`src/rtl/core_pkg.sv`:
```
// core_pkg: shared widths, ALU opcodes and bubble value for the pipelined core
package core_pkg;
   localparam int DATA_W  = 16;
   localparam int RADDR_W = 3;
   localparam logic [2:0] OP_ADD = 3'b100;
   localparam logic [2:0] OP_OR  = 3'b101;
   localparam logic [2:0] OP_XOR = 3'b110;
   localparam logic [2:0] OP_AND = 3'b111;
   localparam logic [2:0] OP_BUBBLE = 3'b000;
endpackage

```
`src/rtl/fwd_mux.sv`:
```
// fwd_mux: picks the youngest in-flight result for a source register, else the given value
module fwd_mux #(
   parameter int DATA_W  = core_pkg::DATA_W,
   parameter int RADDR_W = core_pkg::RADDR_W
) (
   input  logic [RADDR_W-1:0] addr,
   input  logic               used,
   input  logic [DATA_W-1:0]  rf_val,
   input  logic [RADDR_W-1:0] exmem_rd,
   input  logic               exmem_we,
   input  logic [DATA_W-1:0]  exmem_res,
   input  logic [RADDR_W-1:0] memwb_rd,
   input  logic               memwb_we,
   input  logic [DATA_W-1:0]  memwb_res,
   output logic [DATA_W-1:0]  val
);
   assign val = !used                          ? rf_val    :
                (exmem_we && exmem_rd == addr) ? exmem_res :
                (memwb_we && memwb_rd == addr) ? memwb_res : rf_val;
endmodule

```
`src/rtl/idex_latch.sv`:
```
// idex_latch: decode-to-execute pipeline register with operand bypass,
// held-operand refresh during stalls and a load-use stall request
module idex_latch #(
   parameter int DATA_W  = core_pkg::DATA_W,
   parameter int RADDR_W = core_pkg::RADDR_W
) (
   input  logic               clk,
   input  logic               rst,
   input  logic               id_valid,
   input  logic [DATA_W-1:0]  id_A,
   input  logic [DATA_W-1:0]  id_B,
   input  logic [RADDR_W-1:0] id_rs,
   input  logic [RADDR_W-1:0] id_rt,
   input  logic               id_rs_used,
   input  logic               id_rt_used,
   input  logic [2:0]         id_Op,
   input  logic               id_invA,
   input  logic               id_invB,
   input  logic               id_Cin,
   input  logic               id_sign,
   input  logic [RADDR_W-1:0] id_rd,
   input  logic               id_rd_we,
   input  logic               id_is_load,
   input  logic               stall,
   input  logic               flush,
   input  logic [RADDR_W-1:0] exmem_rd,
   input  logic               exmem_we,
   input  logic [DATA_W-1:0]  exmem_res,
   input  logic [RADDR_W-1:0] memwb_rd,
   input  logic               memwb_we,
   input  logic [DATA_W-1:0]  memwb_res,
   output logic               ex_valid,
   output logic [DATA_W-1:0]  ex_A,
   output logic [DATA_W-1:0]  ex_B,
   output logic [2:0]         ex_Op,
   output logic               ex_invA,
   output logic               ex_invB,
   output logic               ex_Cin,
   output logic               ex_sign,
   output logic [RADDR_W-1:0] ex_rd,
   output logic               ex_rd_we,
   output logic               ex_is_load,
   output logic               stall_req
);
   import core_pkg::*;
   logic [RADDR_W-1:0] ex_rs, ex_rt;
   logic               ex_rs_used, ex_rt_used;
   logic [DATA_W-1:0]  fwd_a, fwd_b;
   // One mux pair serves both capture and held-operand refresh; stall selects the held sources.
   fwd_mux #(.DATA_W(DATA_W), .RADDR_W(RADDR_W)) u_fwd_a (
      .addr(stall ? ex_rs : id_rs), .used(stall ? ex_rs_used : id_rs_used),
      .rf_val(stall ? ex_A : id_A),
      .exmem_rd(exmem_rd), .exmem_we(exmem_we), .exmem_res(exmem_res),
      .memwb_rd(memwb_rd), .memwb_we(memwb_we), .memwb_res(memwb_res),
      .val(fwd_a)
   );
   fwd_mux #(.DATA_W(DATA_W), .RADDR_W(RADDR_W)) u_fwd_b (
      .addr(stall ? ex_rt : id_rt), .used(stall ? ex_rt_used : id_rt_used),
      .rf_val(stall ? ex_B : id_B),
      .exmem_rd(exmem_rd), .exmem_we(exmem_we), .exmem_res(exmem_res),
      .memwb_rd(memwb_rd), .memwb_we(memwb_we), .memwb_res(memwb_res),
      .val(fwd_b)
   );
   assign stall_req = ex_valid && ex_is_load && ex_rd_we && id_valid &&
                      ((id_rs_used && id_rs == ex_rd) || (id_rt_used && id_rt == ex_rd));
   always_ff @(posedge clk) begin
      if (rst || flush) begin
         ex_valid   <= 1'b0;
         ex_A       <= '0;
         ex_B       <= '0;
         ex_Op      <= OP_BUBBLE;
         ex_invA    <= 1'b0;
         ex_invB    <= 1'b0;
         ex_Cin     <= 1'b0;
         ex_sign    <= 1'b0;
         ex_rd      <= '0;
         ex_rd_we   <= 1'b0;
         ex_is_load <= 1'b0;
         ex_rs      <= '0;
         ex_rt      <= '0;
         ex_rs_used <= 1'b0;
         ex_rt_used <= 1'b0;
      end else if (stall) begin
         if (ex_valid) begin
            ex_A <= fwd_a;
            ex_B <= fwd_b;
         end
      end else begin
         ex_valid   <= id_valid;
         ex_A       <= fwd_a;
         ex_B       <= fwd_b;
         ex_Op      <= id_Op;
         ex_invA    <= id_invA;
         ex_invB    <= id_invB;
         ex_Cin     <= id_Cin;
         ex_sign    <= id_sign;
         ex_rd      <= id_rd;
         ex_rd_we   <= id_valid && id_rd_we;
         ex_is_load <= id_valid && id_is_load;
         ex_rs      <= id_rs;
         ex_rt      <= id_rt;
         ex_rs_used <= id_rs_used;
         ex_rt_used <= id_rt_used;
      end
   end
endmodule
```
`config.mk`:
```
export PLATFORM = sky130hd
export DESIGN_NAME = idex_latch
export DESIGN_NICKNAME = d
export VERILOG_FILES = /design/src/rtl/core_pkg.sv /design/src/rtl/fwd_mux.sv /design/src/rtl/idex_latch.sv
export SDC_FILE = /design/constraint.sdc
export NUM_CORES = 1
export LEC_CHECK = 0
export ABC_AREA = 0
export BUFFER_PORTS_ARGS = -buffer_cell sky130_fd_sc_hd__buf_2
export CORE_MARGIN = 2
export CORE_UTILIZATION = 40
export CTS_BUF_LIST = sky130_fd_sc_hd__clkbuf_8 sky130_fd_sc_hd__clkbuf_16
export DETAILED_ROUTE_END_ITERATION = 10
export GPL_ROUTABILITY_DRIVEN = 0
export PLACE_DENSITY = 0.7
export SYNTH_ARGS = -nofsm -noshare
export SYNTH_HDL_FRONTEND = slang
export SYNTH_HIERARCHICAL = 1
export SYNTH_SLANG_ARGS = --single-unit
```
`constraint.sdc`:
```
create_clock -name clk -period 5.9 [get_ports clk]
set_clock_uncertainty 0.2 [all_clocks]
set_input_delay 0.295 -clock clk [delete_from_list [all_inputs] [get_ports clk]]
set_output_delay 0.295 -clock clk [all_outputs]
set_load 0.01 [all_outputs]
```
==> out/metrics.csv, run 1 <==
stage,metric,value,unit
status,status,completed,
layout,fin nets,640,
floorplanning,FP Rows,36,
layout,Fillers,955,
floorplanning,Die Span X,104,um
min_path,Hold EP,ex_rd[1],
yosys,cell area after synthesis,0.00398,sq mm
layout,most frequent cells in the layout,"buf_2, nand2_1, dfxtp_1",
yosys,number of flops mapped to enable cells by yosys,0,
yosys,ys flop type,dfxtp_1,
pwr,Pleak,2.27,nW
layout,post-route cell area,0.00477,sq mm
worst_setup_path,r2r endpoint,ex_A[15],
clock_tree,clock root buffer,clkbuf_8,
yosys,Post-Synthesis Cells,420,
yosys,Synth cell types,25,
min_path,hold_sp,id_rd[1],
worst_setup_path,Reg2Reg Depth,7,
layout,share of cells above drive strength 1,41.7,%
timing,unrepaired setup endpoints after global routing,no,
yosys,syn_area_per_cell,9.48,sq um
grt,GRT overflow,0,
yosys,"FF+latch count, synth",53,
worst_setup_path,CP Launch Type,input port,
placed_design,Buffers on Ports,142,
detailed_routing,vias per std cell,5.09,
layout,Layout area overhead,19.7,%
timing,Final Setup Violations,0,
worst_setup_path,Worst EP arrival,2.80,ns
yosys,Async SR Flop Fraction,0,%
grt,first-pass GRT wire length,16.7,mm
worst_setup_path,RR Startpoint,ex_rs[2],
floorplanning,Core Region,0.00973,sq mm
floorplanning,die area,0.0108,sq mm
timing,Final period util,46.8,%
placed_design,post-DP HPWL,7.80,mm
worst_setup_path,Crit. End Element,register,
timing,f_max,362,MHz
grt,largest net degree at the start of global routing,54,
yosys,"Seq/Total Area, Yosys",26.6,%
timing,Setup TNS,0,ns
worst_setup_path,"critical path, cell by cell","buf_2, buf_4, mux2_2, a21boi_4, a2bb2oi_1, nand2_1, a21oi_1",
pwr,Tot Pwr,0.860,mW
timing,Final Critical Period,2.76,ns
grt,vias in the first global route,3338,
yosys,Syn Nets,517,
placed_design,pre-CTS setup slack,2.83,ns
clock_tree,Clock transition at path regs,0.11,ns
worst_setup_path,Worst path slowest cell,buf_4,
worst_setup_path,Worst path max stage delay,0.70,ns
layout,"Core Util, Final",49.0,%
run,max cap viols,0,
detailed_routing,Initial DRT Pass Iterations,4,
floorplanning,Initial Util,40.9,%
clock_tree,H-tree depth,2,
floorplanning,boundary pin count,143,
clock_tree,CTS Buf Count,5,
detailed_routing,final antenna-violating net count,0,
detailed_routing,Vias,3454,
grt,initial antenna violation count,1,
detailed_routing,post-route DRC violation count,0,
detailed_routing,routed wire length,10.4,mm
placed_design,DP Area,0.00460,sq mm
timing,Final WS setup,3.14,ns
pwr,peak supply drop,0.103,mV
timing,Final Hold Vio Count,0,
yosys,Ys Warns,6,
clock_tree,CTS max path bufs,2,
min_path,hold depth,3,
worst_setup_path,Worst EP required,5.93,ns
timing,max-slew violation total from the final report,0,
clock_tree,CTS Sinks,53,
worst_setup_path,flop2flop setup slack,3.15,ns
min_path,worst hold path type,in2reg,
pwr,Power per Cell Area,181,mW/mm^2
detailed_routing,1st-iter DRT viols,125,
grt,total track usage,18.8,%
detailed_routing,wire per inst,15.3,um
clock_tree,worst skew pair latency,0.31,ns
worst_setup_path,Crit Path Class,in2reg,
worst_setup_path,CP Max Fanout,50,
layout,"most common cell after layout, fill and taps aside",buf_2,
clock_tree,CTS tree,built,
timing,Rel. slew slack,33.7,%
floorplanning,chip height,104,um
timing,worst slew pin tran,0.994,ns
-- layer usage --
| layer | track usage, % | routed length (um) | part of all wire [%] |
|---|---|---|---|
| met1 | 24.6 | 4680 | 45 |
| met4 | 6.27 | 181 | 1.7 |
| met3 | 3.34 | 573 | 5.5 |
| met2 | 31.5 | 4970 | 48 |
| met5 | 0 | 0 | 0 |
-- critical path, delay by kind of cell --
kind | cells | cell delay, ns
AO/OA/AOI/OAI | 3 | 0.96
AND/OR/NAND/NOR | 1 | 0.07
buffers and inverters | 2 | 0.87
multiplexers | 1 | 0.58
-- how the worst max path moves through the flow --
stage	startpoint	to	slack, ns	depth (start not counted)
floorplan	stall	ex_B[10]	3.65	9
global placement	stall	ex_B[2]	2.92	7
detailed placement	stall	ex_B[0]	2.83	7
CTS	stall	ex_B[1]	3.15	7
global route	ex_rt[1]	ex_B[1]	2.88	7
finish	stall	ex_A[15]	3.14	7
-- synth_stat cells (5+ instances only) --
cell type  count  share of area, %
nor2_1        13               1.2
mux2i_1       42                11
dfxtp_1       53                27
clkbuf_1       8              0.75
mux2_2        13               3.7
buf_12         6               3.0
a21oi_1       33               4.1
a2bb2oi_2     20               7.5
xnor2_2        6               2.5
xnor2_1       12               2.6
a2bb2oi_1     12               2.6
nor2b_1       42               6.6
nand4_1       37               5.8
nand2_1       64               6.0
buf_2         13               1.6
mux2_4        27                10
buf_4          5              0.94
-- what timing repair did --
action                    CTS  global route
hold buffers                7             0
hold endpoints to repair    7             0
buffers inserted            0             0
gates resized for setup     0             0
-- stage by stage --
step	std cells	hold WS, ns
3_5_place_dp	662	0.259
3_3_place_gp	662	0.249
4_1_cts	677	0.00288
6_report	678	0.00952
5_1_grt	678	0.0185
2_1_floorplan	420	0.239
-- report_power, final --
part	internal, mW	switching, mW	total (mW)
clock network	0.0893	0.142	0.232
logic	0.122	0.130	0.252
registers	0.369	0.00753	0.377
total	0.581	0.280	0.860
-- cell families after synthesis --
| logic type | count (synthesis) | synth area share (%) |
|---|---|---|
| AO/OA/AOI/OAI | 69 | 15.7 |
| XOR/XNOR | 18 | 5.09 |
| buffers and inverters | 37 | 7.39 |
| flip-flops | 53 | 26.6 |
| multiplexers | 82 | 24.4 |
| AND/OR/NAND/NOR | 161 | 20.8 |
-- registers in the layout, summed over array words and instances, names as in the netlist --
name,count
ex_rd,3
ex_valid,1
ex_Op,3
ex_invB,1
ex_invA,1
ex_A,16
ex_rd_we,1
ex_Cin,1
ex_sign,1
ex_is_load,1
ex_rs_used,1
ex_rt,3
ex_rs,3
ex_B,16
ex_rt_used,1
-- layout make-up --
cell class | count | area [sq um] | share of cell area [%]
multi-input combinational | 330 | 2630 | 55.1
tap | 133 | 166 | 3.49
timing repair buffer | 153 | 811 | 17.0
antenna | 1 | 2.50 | 0.0525
clock inverter | 3 | 28.8 | 0.604
sequential | 53 | 1060 | 22.3
clock buffer | 5 | 68.8 | 1.44
Note: power is estimated with default switching activity, not from simulation.
==> inputs of run 2 (changes only) <==
clock period = 2.8 ns   (was 5.9 ns; I/O delays follow)
==> out/metrics.csv, run 2 (same netlist as run 1, synthesis figures left out) <==
stage,metric,value,unit,change
status,status,completed,,
grt,GRT overflow,0,,unchanged
grt,GR peak layer,met2,,
detailed_routing,post-route DRC violation count,0,,unchanged
placed_design,post-DP HPWL,8.18,mm,+4.9%
layout,most frequent cells in the layout,"buf_2, nand2_1, dfxtp_1",,
timing,f_max,443,MHz,
pwr,Tot Pwr,1.85,mW,+110%
clock_tree,clock root buffer,clkbuf_8,,
clock_tree,hold buffer count at cts,13,,+6
pwr,Sw Pwr,0.604,mW,+120%
worst_setup_path,CP Launch Type,register,,
pwr,sw frac,32.7,%,+0.16 points
timing,Final Critical Period,2.26,ns,
clock_tree,CTS Sinks,53,,unchanged
run,max cap viols,0,,unchanged
clock_tree,Clock transition at path regs,0.12,ns,about the same
grt,initial antenna violation count,1,,unchanged
worst_setup_path,CP Max Fanout,16,,-68%
timing,worst slew pin tran,1.03,ns,+0.0399 ns
min_path,worst hold path type,in2reg,,
grt,met1 Use GR,25.6,%,+1.1 points
timing,Final Setup Violations,0,,unchanged
timing,max-slew violation total from the final report,0,,unchanged
detailed_routing,final antenna-violating net count,0,,unchanged
pwr,Clock Power Share,26.2,%,-0.7 points
timing,unrepaired setup endpoints after global routing,no,,
layout,Layout area overhead,23.1,%,
pwr,Sequential Power Share,43.0,%,-0.8 points
pwr,Pleak,2.34,nW,+3.2%
clock_tree,Post-CTS Repair Setup Buffers,0,,unchanged
pwr,peak supply drop,0.237,mV,+130%
grt,met3 global-route usage,3.78,%,+0.44 points
detailed_routing,routed wire length,11.3,mm,+8.6%
clock_tree,CTS Buf Count,5,,unchanged
layout,largest registers,"ex_A: 16 flops, ex_B: 16 flops",,
layout,fin nets,656,,+2.5%
layout,share of cells above drive strength 1,42.3,%,+0.59 points
clock_tree,H-tree depth,2,,unchanged
floorplanning,Initial Util,40.9,%,unchanged
floorplanning,chip height,104,um,unchanged
timing,Rel. slew slack,31.1,%,-2.7 points
clock_tree,CTS tree,built,,
floorplanning,Die Span X,104,um,unchanged
worst_setup_path,Worst EP arrival,2.29,ns,-0.51 ns
placed_design,Buffers on Ports,142,,unchanged
layout,Fillers,938,,-1.8%
pwr,Comb pwr share,30.8,%,+1.5 points
worst_setup_path,Crit Path Class,reg2reg,,
worst_setup_path,flop2flop setup slack,0.54,ns,-2.61 ns
detailed_routing,Initial DRT Pass Iterations,5,,+1
detailed_routing,1st-iter DRT viols,86,,-31%
floorplanning,Core Region,0.00973,sq mm,unchanged
grt,vias in the first global route,3525,,+5.6%
floorplanning,die area,0.0108,sq mm,unchanged
detailed_routing,vias per std cell,5.13,,+0.61%
pwr,Power per Cell Area,377,mW/mm^2,+110%
timing,Final period util,80.6,%,
clock_tree,CTS max path bufs,2,,unchanged
worst_setup_path,Crit. End Element,register,,
grt,total track usage,20.2,%,+1.4 points
timing,Final Hold Vio Count,0,,unchanged
clock_tree,PostCTS Resize Cnt,0,,unchanged
worst_setup_path,Worst EP required,2.83,ns,-3.10 ns
grt,first-pass GRT wire length,17.9,mm,+6.9%
timing,Setup TNS,0,ns,unchanged
floorplanning,boundary pin count,143,,unchanged
pwr,Pint,1.24,mW,+110%
detailed_routing,wire per inst,16.3,um,+6.1%
grt,met2 Usage GRT,35.4,%,+3.9 points
grt,largest net degree at the start of global routing,54,,unchanged
floorplanning,FP Rows,36,,unchanged
layout,"most common cell after layout, fill and taps aside",buf_2,,
clock_tree,worst skew pair latency,0.31,ns,about the same
detailed_routing,Vias,3557,,+3.0%
-- run 2: changes by cell type in the layout (fill, tap and decap cells not counted), sizes merged --
| cell | delta |
|---|---|
| dlygate4sd3 | +6 |
| buf | +10 |
| clkinv | -1 |
| inv | +1 |
-- run 2: final timing paths --
check | start | endpoint | depth (start not counted)
setup / recovery | ex_rs[2] | ex_A[4] | 7
hold / removal | exmem_res[1] | ex_A[1] | 5
setup reg to reg | ex_rs[2] | ex_A[4] | 7
hold reg to reg | ex_A[15] | ex_A[15] | 2
-- run 2: area by class of cell --
type,instances,area (sq um),area share [%]
Antenna cell,1,2.50,0.0511
Clock buffer,5,68.8,1.40
Clock inverter,3,26.3,0.536
Multi-Input combinational cell,330,2630,53.7
Sequential cell,53,1060,21.7
Tap cell,133,166,3.40
Timing Repair Buffer,169,946,19.3
-- run 2: stage by stage --
step / worst slack, ns / utilization [%] / instances / hold WS (ns) / instance area [sq um]
after global placement: 0.498 / 48.0 / 672 / 0.168 / 4670
after global routing: 0.337 / 50.4 / 694 / 0.0905 / 4900
after detailed placement: 0.419 / 48.0 / 672 / 0.177 / 4670
final: 0.542 / 50.4 / 694 / 0.0942 / 4900
after CTS: 0.547 / 50.3 / 693 / 0.0864 / 4900
after floorplan: 0.702 / - / 420 / 0.0839 / 3980
-- run 2: power by group through the flow --
stage                     Clock, mW  Sequential, mW  Combinational, mW
after floorplan                   0           0.818              0.384
after global placement            0           0.809              0.540
after detailed placement          0           0.811              0.552
after CTS                     0.495           0.794              0.567
after global routing          0.521           0.797              0.613
final                         0.485           0.794              0.569
-- run 2: worst max-delay path, stage by stage (launching register included) --
cell and delay [ns]:
dfxtp_1 0.32, mux2_2 0.31, xnor2_2 0.21, nand4_2 0.16, a21boi_4 0.56, a2bb2oi_1 0.20
nand2_1 0.06, a21oi_1 0.14
-- run 2: routing by layer --
metal / part of all wire, % / vias to the layer above
met1: 43 / 1653
met2: 50 / 118
met4: 1.3 / 0
met5: 0 / -
li1: - / 1772
met3: 5.7 / 14
==> inputs of run 3 (changes only) <==
clock period = 2.2 ns   (was 2.8 ns; I/O delays follow)
==> out/metrics.csv, run 3 (same netlist as run 1, synthesis figures left out) <==
stage,metric,value,unit,change
grt,first-pass GRT wire length,18.0,mm,+0.54%
worst_setup_path,RR Startpoint,ex_rs[1],,
clock_tree,Clock transition at path regs,0.11,ns,about the same
timing,Final Critical Period,2.23,ns,-0.0273 ns
timing,unrepaired setup endpoints after global routing,yes,,
layout,multi-input logic area,0.00275,sq mm,+4.4%
pwr,Comb pwr share,33.3,%,+2.5 points
timing,Final WS setup,-0.0305,ns,-0.573 ns
pwr,Sequential Power Share,41.9,%,-1.1 points
status,failing checks,negative setup slack,,
floorplanning,FP Rows,36,,unchanged
grt,largest net degree at the start of global routing,37,,-31%
min_path,hold_sp,id_rs[1],,
layout,"most common cell after layout, fill and taps aside",buf_2,,
min_path,worst hold path type,in2reg,,
detailed_routing,1st-iter DRT viols,86,,unchanged
floorplanning,Initial Util,40.9,%,unchanged
pwr,peak supply drop,0.262,mV,+11%
pwr,Pint,1.63,mW,+31%
run,max cap viols,0,,unchanged
worst_setup_path,"critical path, cell by cell","mux2_4, xnor2_2, nand4_1, buf_12, a21boi_4, buf_12, buf_6, a2bb2oi_2, nand2_1, a21oi_1",,
worst_setup_path,flop2flop setup slack,-0.03,ns,-0.57 ns
pwr,sw frac,32.3,%,-0.42 points
status,status,"finished, violations left",,
timing,Final Hold Vio Count,0,,unchanged
floorplanning,Die Span X,104,um,unchanged
worst_setup_path,Worst EP arrival,2.28,ns,about the same
worst_setup_path,CP Launch Type,register,,
worst_setup_path,"CP delay by family, top",compound AO/OA/AOI/OAI gates,,
grt,GRT overflow,0,,unchanged
clock_tree,CTS max path bufs,2,,unchanged
layout,share of cells above drive strength 1,45.6,%,+3.3 points
worst_setup_path,Worst path slowest cell,dfxtp_1,,
worst_setup_path,Crit. End Element,register,,
floorplanning,chip height,104,um,unchanged
timing,worst slew pin tran,0.592,ns,-0.442 ns
pwr,Power per Cell Area,455,mW/mm^2,+21%
placed_design,pre-CTS setup slack,-0.0409,ns,-0.460 ns
timing,Rel. slew slack,60.5,%,+29 points
detailed_routing,Vias,3632,,+2.1%
clock_tree,CTS Sinks,53,,unchanged
grt,initial antenna violation count,0,,-1
detailed_routing,vias per std cell,5.10,,-0.47%
placed_design,post-DP HPWL,8.25,mm,+0.88%
detailed_routing,wire per inst,16.3,um,about the same
layout,largest registers,"ex_A: 16 flops, ex_B: 16 flops",,
grt,total track usage,20.3,%,+0.064 points
min_path,Hold EP,ex_rs[1],,
worst_setup_path,Critical Path Stages,10,,+3
worst_setup_path,Worst path max stage delay,0.32,ns,-0.24 ns
timing,Final period util,101,%,+21 points
timing,Setup TNS,-0.0305,ns,-0.0305 ns
floorplanning,Core Region,0.00973,sq mm,unchanged
pwr,Pleak,2.55,nW,+9.1%
min_path,hold depth,3,,-2
layout,most frequent cells in the layout,"buf_2, nand2_1, dfxtp_1",,
clock_tree,H-tree depth,2,,unchanged
worst_setup_path,Worst EP required,2.25,ns,-0.58 ns
clock_tree,clock root buffer,clkbuf_8,,
worst_setup_path,Buffers & Inverters on Critical Path,3,,+3
layout,# diodes,0,,-1
layout,Fillers,924,,-1.5%
detailed_routing,post-route DRC violation count,0,,unchanged
worst_setup_path,Reg2Reg Depth,10,,+3
layout,Reg area,0.00106,sq mm,unchanged
timing,Final Setup Violations,1,,+1
timing,hold_ws,0.0419,ns,-0.0523 ns
pwr,Sw Pwr,0.778,mW,+29%
timing,max-slew violation total from the final report,0,,unchanged
floorplanning,die area,0.0108,sq mm,unchanged
worst_setup_path,r2r endpoint,ex_A[14],,
detailed_routing,Initial DRT Pass Iterations,4,,-1
detailed_routing,final antenna-violating net count,0,,unchanged
worst_setup_path,Most Frequent Cell on Critical Path,buf_12,,
worst_setup_path,CP Max Fanout,8,,-8
floorplanning,boundary pin count,143,,unchanged
clock_tree,CTS tree,built,,
clock_tree,worst skew pair latency,0.31,ns,about the same
layout,fin nets,675,,+2.9%
pwr,Clock Power Share,24.9,%,-1.3 points
layout,Layout area overhead,33.1,%,
detailed_routing,routed wire length,11.6,mm,+2.6%
grt,vias in the first global route,3624,,+2.8%
worst_setup_path,Crit Path Class,reg2reg,,
clock_tree,CTS Buf Count,5,,unchanged
placed_design,Buffers on Ports,142,,unchanged
timing,f_max,448,MHz,+1.2%
[run 3: how the worst max path moves through the flow]
stage / slack (ns) / to / startpoint
after detailed placement: -0.04 / ex_A[2] / stall
after global placement: 0.05 / ex_A[4] / stall
after CTS: 0.04 / ex_A[1] / ex_rs[2]
after global routing: -0.07 / ex_A[14] / ex_rs[1]
after floorplan: 0.13 / ex_B[10] / stall
final: -0.03 / ex_A[14] / ex_rs[1]
[run 3: cell type report]
cell class / count / share of cell area, %
multi-input combinational: 330 / 51.8
sequential: 53 / 20.0
tap: 133 / 3.14
clock buffer: 5 / 1.30
timing repair buffer: 188 / 23.3
clock inverter: 3 / 0.496
[run 3: per-stage QoR]
| stage | area, sq um | util (%) | cells | total power, mW |
|---|---|---|---|---|
| 3_3_place_gp | 4800 | 49.3 | 679 | 1.74 |
| 3_5_place_dp | 4800 | 49.3 | 679 | 1.76 |
| 4_1_cts | 5090 | 52.4 | 707 | 2.38 |
| 6_report | 5300 | 54.5 | 712 | 2.41 |
| 5_1_grt | 5300 | 54.5 | 712 | 2.53 |
| 2_1_floorplan | 3980 | - | 420 | 1.53 |
[run 3: what timing repair did]
action                     4_1_cts  5_1_grt
hold buffers                    20        0
hold endpoints to repair        13        0
setup endpoints to repair        0        9
setup buffers                    0        3
gates resized for setup          0       22
[run 3: power groups by stage]
stage / clock network [mW] / registers [mW] / logic, mW
3_3_place_gp: 0 / 1.03 / 0.711
6_report: 0.600 / 1.01 / 0.802
3_5_place_dp: 0 / 1.03 / 0.726
5_1_grt: 0.661 / 1.01 / 0.859
2_1_floorplan: 0 / 1.04 / 0.489
4_1_cts: 0.619 / 1.01 / 0.752
[run 3: worst reg2reg max path, cell delays in order (launching register included)]
cell       delay (ns)
dfxtp_1          0.32
mux2_4           0.29
xnor2_2          0.15
nand4_1          0.18
buf_12           0.18
a21boi_4         0.25
buf_12           0.17
buf_6            0.10
a2bb2oi_2        0.11
nand2_1          0.06
a21oi_1          0.14
[run 3: layer usage]
metal	part of all wire (%)	vias to the layer above	track usage (%)
met2	49	117	36.3
met3	5.0	16	4.03
met1	45	1683	25.2
met5	0	-	0
li1	-	1816	-
met4	1.8	0	4.44
